### src/rtl/mic_array_scheduler.sv
// Sequences PAIR_NUM mic-pair correlators one at a time, collects their signed lags
// into a shadow frame and publishes it atomically with a per-pair timeout mask.
module mic_array_scheduler #(
    parameter int PAIR_NUM    = 4,
    parameter int LAG_W       = 6,
    parameter int TIMEOUT_CYC = 65536
) (
    input  logic                      clk_60MHz,
    input  logic                      rst_n,
    input  logic                      scan_req,
    input  logic                      scan_en,
    input  logic                      abort,
    output logic [PAIR_NUM-1:0]       sub_start,
    input  logic [PAIR_NUM-1:0]       sub_done,
    input  logic [PAIR_NUM*LAG_W-1:0] sub_lag,
    output logic [PAIR_NUM*LAG_W-1:0] lag_out,
    output logic [PAIR_NUM-1:0]       timeout_mask,
    output logic                      frame_valid,
    output logic                      busy,
    output logic [15:0]               frame_cnt
);

    localparam int IDX_W = $clog2(PAIR_NUM);
    localparam int TMR_W = $clog2(TIMEOUT_CYC);
    localparam logic [IDX_W-1:0] IDX_LAST = IDX_W'(PAIR_NUM - 1);
    localparam logic [TMR_W-1:0] TMR_LAST = TMR_W'(TIMEOUT_CYC - 1);

    typedef enum logic [2:0] {
        IDLE,
        START,
        WAIT,
        NEXT,
        PUBLISH
    } state_t;

    state_t                    state, state_nxt;
    logic [IDX_W-1:0]          idx, idx_nxt;
    logic [TMR_W-1:0]          timer, timer_nxt;
    logic                      cap_lag, cap_tmo, clr_mask;
    logic [PAIR_NUM*LAG_W-1:0] shadow_lag;
    logic [PAIR_NUM-1:0]       shadow_mask;

    always_ff @(posedge clk_60MHz) begin
        if (!rst_n) begin
            state <= IDLE;
        end else begin
            state <= state_nxt;
        end
    end

    // NOTE: every signal written here gets a default first, so no path leaves one
    // unassigned and no latch is inferred.
    always_comb begin
        state_nxt = state;
        idx_nxt   = idx;
        timer_nxt = timer;
        cap_lag   = 1'b0;
        cap_tmo   = 1'b0;
        clr_mask  = 1'b0;
        if (abort) begin
            state_nxt = IDLE;
            idx_nxt   = '0;
        end else begin
            case (state)
                IDLE: begin
                    if (scan_req || scan_en) begin
                        state_nxt = START;
                        idx_nxt   = '0;
                        clr_mask  = 1'b1;
                    end
                end
                START: begin
                    timer_nxt = '0;
                    state_nxt = WAIT;
                end
                WAIT: begin
                    // done is checked first so a reply on the last budget cycle still counts
                    if (sub_done[idx]) begin
                        cap_lag   = 1'b1;
                        state_nxt = NEXT;
                    end else if (timer == TMR_LAST) begin
                        cap_tmo   = 1'b1;
                        state_nxt = NEXT;
                    end else begin
                        timer_nxt = timer + TMR_W'(1);
                    end
                end
                NEXT: begin
                    if (idx == IDX_LAST) begin
                        state_nxt = PUBLISH;
                    end else begin
                        idx_nxt   = idx + IDX_W'(1);
                        state_nxt = START;
                    end
                end
                PUBLISH: state_nxt = IDLE;
                default: state_nxt = IDLE;
            endcase
        end
    end

    // Outputs are registered from the next state so they line up with the state
    // they describe instead of lagging it by a cycle.
    // NOTE: sequential state uses non-blocking assignments only; blocking here would
    // let later statements see this edge's new values and create ordering races.
    always_ff @(posedge clk_60MHz) begin
        if (!rst_n) begin
            idx          <= '0;
            timer        <= '0;
            shadow_lag   <= '0;
            shadow_mask  <= '0;
            sub_start    <= '0;
            lag_out      <= '0;
            timeout_mask <= '0;
            frame_valid  <= 1'b0;
            busy         <= 1'b0;
            frame_cnt    <= '0;
        end else begin
            idx   <= idx_nxt;
            timer <= timer_nxt;
            if (clr_mask) begin
                shadow_mask <= '0;
            end
            if (cap_lag) begin
                shadow_lag[idx*LAG_W +: LAG_W] <= sub_lag[idx*LAG_W +: LAG_W];
            end
            if (cap_tmo) begin
                shadow_lag[idx*LAG_W +: LAG_W] <= '0;
                shadow_mask[idx]               <= 1'b1;
            end
            sub_start   <= (state_nxt == START) ? (PAIR_NUM'(1) << idx_nxt) : '0;
            busy        <= (state_nxt != IDLE);
            frame_valid <= (state_nxt == PUBLISH);
            if (state_nxt == PUBLISH) begin
                lag_out      <= shadow_lag;
                timeout_mask <= shadow_mask;
                frame_cnt    <= frame_cnt + 16'd1;
            end
        end
    end

endmodule

### config.mk
export PLATFORM = sky130hd
export DESIGN_NAME = mic_array_scheduler
export DESIGN_NICKNAME = d
export VERILOG_FILES = /design/src/rtl/mic_array_scheduler.sv
export SDC_FILE = /design/constraint.sdc
export NUM_CORES = 1
export LEC_CHECK = 0
export BUFFER_PORTS_ARGS = -buffer_cell sky130_fd_sc_hd__buf_2
export CAP_MARGIN = 20
export CORE_MARGIN = 2
export CORE_UTILIZATION = 30
export DETAILED_ROUTE_END_ITERATION = 8
export PLACE_DENSITY = 0.53
export REMOVE_ABC_BUFFERS = 1
export SLEW_MARGIN = 20
export SYNTH_ARGS = -nofsm -noshare
export SYNTH_HDL_FRONTEND = slang
export SYNTH_SLANG_ARGS = --single-unit
### constraint.sdc
create_clock -name clk_60MHz -period 3.69 [get_ports clk_60MHz]
set_clock_uncertainty 0.15 [all_clocks]
set_input_delay 0.1845 -clock clk_60MHz [delete_from_list [all_inputs] [get_ports clk_60MHz]]
set_output_delay 0.1845 -clock clk_60MHz [all_outputs]
set_load 0.02 [all_outputs]
# --- Word-level counts from Yosys, hierarchy flattened ---
# Index checks and enable logic that the tools add are counted.
word_totals:
  output_inout_bits: 50
  input_bits: 33
  mem_bits_ro: 0
  mem_count: 0
  latch_bits: 0
  elab_cells: 76
  regBits: 99
  mem_bits_rw: 0
classes:
  shift: 5
  n_mul: 1
  bitwise: 2
  magnitude_cmp: 2
  n_reduce_logical: 7
  eq_ne: 9
  n_mux: 35
  n_div: 0
  add_sub_neg: 4
ops:
  columns: ["cell", "count"]
  rows:
  - ["2-to-1 mux 24 bit", 3]
  - ["bitwise mux 24 bit", 2]
  - ["negation 5 -> 34 bit", 1]
  - ["variable shift 6 x 34 -> 24 bit, first input constant", 1]
  - ["variable part select 6 x 34 -> 24 bit", 1]
  - ["variable part select 6 x 34 -> 24 bit, first input constant", 1]
  - ["adder 16 x 1 -> 16 bit, second input constant", 2]
  - ["2-to-1 mux 16 bit", 2]
  - ["one-hot mux 16 bit (2 select lines)", 1]
  - ["variable part select 24 x 6 -> 6 bit", 1]
  - ["equality test 16 bit, second input constant", 1]
  - ["2-to-1 mux 3 bit", 5]
  - ["2-to-1 mux 1 bit", 12]
  - ["2-to-1 mux 4 bit", 3]
  - ["one-hot mux 3 bit (4 select lines)", 1]
  - ["equality test 3 x 1 -> 1 bit, second input constant", 2]
  - ["equality test 3 x 2 -> 1 bit, second input constant", 2]
  - ["2-to-1 mux 2 bit", 3]
  - ["multiplier 2 x 2 -> 4 bit, second input constant", 1]
  - ["inequality test 2 bit, second input constant", 2]
  - ["bitwise OR 4 bit", 1]
  - ["one-hot mux 2 bit (2 select lines)", 1]
  - ["AND reduction 4 bit", 1]
  - ["<< shifter 1 x 2 -> 4 bit, first input constant", 1]
  - ["other kinds (14)", 14]

# --- Depth between registers and ports, before layout ---
depth:
  ltp_word: 9
  depth_mapped: 10

# --- Worst setup path after synthesis ---
# No wires, ideal clock.
synth_timing:
  kind: "reg-to-reg"
  startpoint: "register idx[0]"
  endpoint: "register shadow_lag[12]"
  path_stages_with_launch: 9
  arrival_ns: 2.439
  setup_ns: 0.071
  required_time_ns: 3.469
  setup_slack_ns: 1.030
  path_cell_list: "dfxtp_1 > clkbuf_1 > inv_1 > ha_1 > clkbuf_1 > nor2b_1 > a2bb2oi_1 > or4_1 > a21oi_1"
synth_via:
  elab_chain_cells: 9
  word_cells_on_any_way: 19
synth_lines:
  columns: ["element", "line", "text"]
  rows:
  - ["start, declared", "37", "logic [IDX_W-1:0] idx, idx_nxt;"]
  - ["start signal, assigned", "119", "idx <= idx_nxt;"]
  - ["branches (longest 8 deep; another with multiplier 2 x 2 -> 4 bit)", null, null]
  - ["2-to-1 mux 24 bit *", "127", "if (cap_tmo) begin"]
  - ["end signal, assigned by index", "125", "shadow_lag[idx*LAG_W +: LAG_W] <= sub_lag[idx*LAG_W +: LAG_W];"]
  - ["end, declared", "40", "logic [PAIR_NUM*LAG_W-1:0] shadow_lag;"]
# Mark *: on every way between the ends. The select of a mux whose other input is x is not followed.
# A chain may end at the register's enable or synchronous reset.

# --- Final worst setup path ---
layout_timing:
  startpoint: "register idx[0]"
  endpoint: "register timer[13]"
layout_via:
  elab_chain_cells: 4
layout_lines:
  columns: ["element", "line", "text"]
  rows:
  - ["binary-select mux 1 bit (select 2 bit)", "78", "if (sub_done[idx]) begin"]
  - ["2-to-1 mux 1 bit (implied by the code)", "78", null]
  - ["inequality test 2 bit (no source line)", null, null]
  - ["AND reduction 4 bit (no source line)", null, null]
  - ["end signal, assigned", "120", "timer <= timer_nxt;"]
  - ["end, declared", "38", "logic [TMR_W-1:0] timer, timer_nxt;"]
# No other way between the ends. The select of a mux whose other input is x is not followed.

==> summary.md <==
| Metric | Value |
|---|---|
| Outcome | `finished, final reports clean` |
| Pre-antenna DRT Iters | `4` |
| Worst Tran Pin Value | `slightly below 700 ps` |
| Period utilisation layout | `80.7%` |
| Largest family of logic cells by synthesized area | `simple AND/OR/NAND/NOR gates` |
| Root Driver | `clkbuf_16` |
| CTS Buf Count | `9` |
| Post-Synthesis Cells | `511` |
| Commonest non-fill, non-tap cell in the layout | `dfxtp_1` |
| GRT Overall Usage | `14.2%` |
| Post-Syn Area per Cell | `around 8.8 µm²` |
| RSZ-0062 raised after global routing | `false` |
| Register area share after synthesis | `about 44%` |
| Yosys cell types | `52` |
| Vias in the first global route | `3,712` |
| Synth warn | `0` |
| Power density over the cells | `381 nW/µm²` |
| HP Class | `input port to flip-flop` |
| Final WL | `11.2 mm` |
| Fin crit period | `2980 ps` |
| Routed Antenna Nets | `0` |
| Initial antenna violation count | `0` |
| Nature of the critical path startpoint | `flip-flop` |
| I/O pin cnt | `83` |
| FMAX | `336 MHz` |
| Dpl hpwl | `between 8 and 9 mm` |
| Layout Nets | `631` |
| Multiplexer area fraction after synthesis | `4.27%` |
| Post-synthesis adder-cell area fraction | `2.77%` |
| Compound-Gate Fraction of Synth Area | `17.0%` |
| Setup violators final | `0` |
| P_int | `0.00157 W` |
| Antenna diode count | `0` |
| Synth top area share | `44.0%` |
| Worst r2r dst | `timer[13]` |
| Crit-path cells | `mux4_2, a41oi_2, o21ai_2, or4_1, a21oi_1` |
| Post-route setup TNS | `0 ps` |
| Area leader, netlist | `dfxtp_1` |
| Asr flop ratio synth | `0%` |
| Final Util | `a little under two fifths` |
| Routed via count | `between 3,000 and 4,000` |
| Primary FF master, synth | `dfxtp_1` |
| Die Y | `127 µm` |
| Share of post-route cells with drive strength above 1 | `21.1%` |
| Core Region | `14,600 µm²` |
| Clk_lat worst skew | `between 300 and 400 ps` |
| Initial core utilization | `30.9%` |
| GPL Wtd Cong | `0.800` |
| Post_cts resized | `0` |
| Slowest stage cell, crit path | `dfxtp_1` |
| Register bit total from synthesis | `99` |
| Leakage power | `2.07 nW` |
| Slowest stage delay, CP | `690 ps` |
| Setup crit start | `idx[0]` |
| Switching pwr | `0.000480 W` |
| WS Path Type | `flip-flop to flip-flop` |
| Drc violations | `0` |
| Max cap viols | `0` |
| Hold Buf Count CTS | `0` |
| Drt wl/cell | `14.5 µm` |
| Sw frac | `23.4%` |
| Reg2reg start | `idx[0]` |
| Xor and xnor area share after synthesis | `4.86%` |
| Grt total ovfl | `0` |
| Setup crit end | `timer[13]` |
| Vias/cell | `4.97` |
| R2r setup slk | `approximately 710 ps` |
| Die width | `127 µm` |
| Number of synthesized flops with an enable pin | `0` |
| Cell count of the worst reg-to-reg path | `5` |
| CTS tree | `yes` |
| CP endpoint kind | `flip-flop` |
| Post-synthesis cell area | `4510 µm²` |
| CP Data Arrival Time | `3100 ps` |
| First-pass GRT wire length | `18.5 mm` |
| IO Port Bufs | `82` |
| Inst Count DP | `761` |
| Worst Path Required | `3820 ps` |
| Logic pwr share | `around 4.4%` |
| Seq pwr share | `between 50% and 60%` |
| Clk pwr share | `a little over two fifths` |
| Initial drt markers | `210` |
| Non-filler instance count after layout | `777` |
| Sink Count | `between 90 and 100` |
| Cell Rows | `44` |
| Clk slew on worst S/H paths | `60 ps` |
| Post-CTS setup buffers | `0` |
| Max-Slew Margin vs Limit | `53.1%` |
| Area Growth Syn to Fin | `19.4%` |
| Post-synthesis simple-gate area fraction | `24.5%` |
| CP Max Fanout | `15` |
| Largest cells by area after synthesis | `dfxtp_1, nand2_1, a21boi_0` |
| Max Root-Sink Buffers | `2` |
| Htree depth | `3` |
| Largest net degree at the start of global routing | `42` |
| Die Area | `16,000 µm²` |
| Slew Limit Fails | `0` |
| Fin. Hold Viols | `0` |
| Most frequent cells in the layout | `dfxtp_1, nand2_1, buf_2` |
| Peak VDD IR | `0.000241 V` |
## synthesized netlist by cell type (5+ instances only)
cell type  instances
dfxtp_1           99
nand2_1           83
nor2_1            45
a21boi_0          35
a22oi_1           19
and2_1            17
clkbuf_1          17
xor2_1            16
nand3_1           15
ha_1              10
inv_1             10
o21ai_0           10
xnor2_1            9
mux2_2             8
mux2i_1            8
nand4_1            8
nor3_1             8
a21oi_1            7
nor2b_1            7
nand2b_1           6
and3_1             5
and4_1             5
o211ai_1           5
## worst max-delay path: cells and delay by family, from the launching register on
family,cells,cell delay [ps]
and+or+nand+nor,1,520
muxes,1,670
AOI/OAI and AO/OA,3,870
DFF,1,690
## sequential cells by signal, summed over array words and instances (netlist names), 2 cells and up
register,cells
sub_start,4
timer,16
shadow_mask,4
shadow_lag,24
state,3
frame_cnt,16
lag_out,24
idx,2
timeout_mask,4
## routing by layer
metal	wire, µm	up-vias	track usage (%)	share of wire, %
met4	271	0	7.18	2.4
li1	-	1959	-	-
met3	446	18	2.49	4.0
met1	5590	1803	20.4	50
met2	4930	82	20.4	44
met5	0	-	0	0
## how the worst min path moves through the flow
stage / from / end / cells after the start
6_report: rst_n / busy / 3
5_1_grt: rst_n / busy / 3
4_1_cts: rst_n / busy / 3
3_5_place_dp: shadow_lag[13] / shadow_lag[13] / 2
3_3_place_gp: shadow_lag[13] / shadow_lag[13] / 2
2_1_floorplan: rst_n / busy / 2
## power groups by stage
stage	registers (W)	logic, W	clock network (W)
2_1_floorplan	0.00110	0.0000422	0
3_3_place_gp	0.00110	0.0000886	0
3_5_place_dp	0.00110	0.0000896	0
4_1_cts	0.00107	0.0000900	0.000915
5_1_grt	0.00107	0.0000987	0.000975
6_report	0.00107	0.0000892	0.000886
## stage by stage
stage	hold slack [ps]	worst slack, ps	instance area, µm²	power [W]
detailed placement	297	761	5110	0.00119
finish	94.8	713	5390	0.00205
floorplan	142	850	4430	0.00114
CTS	86.5	763	5390	0.00208
global route	122	590	5390	0.00215
global placement	303	868	5110	0.00119
## cell type report
cell class	count	area [µm²]
clock buffers	9	225
clock inverters	7	53.8
fillers	1472	9200
inverters	10	37.5
multi-input cells	381	2410
flip-flops and latches	99	1980
well taps	184	230
repair buffers	87	448
## cells by family after synthesis
logic type                 after synthesis
AOI/OAI and AO/OA                      105
xor gates and xnor gates                25
adders and majority gates               10
buffers and inverters                   31
DFF                                     99
muxes                                   17
and+or+nand+nor                        224
Power figures use the tool's default switching activity.
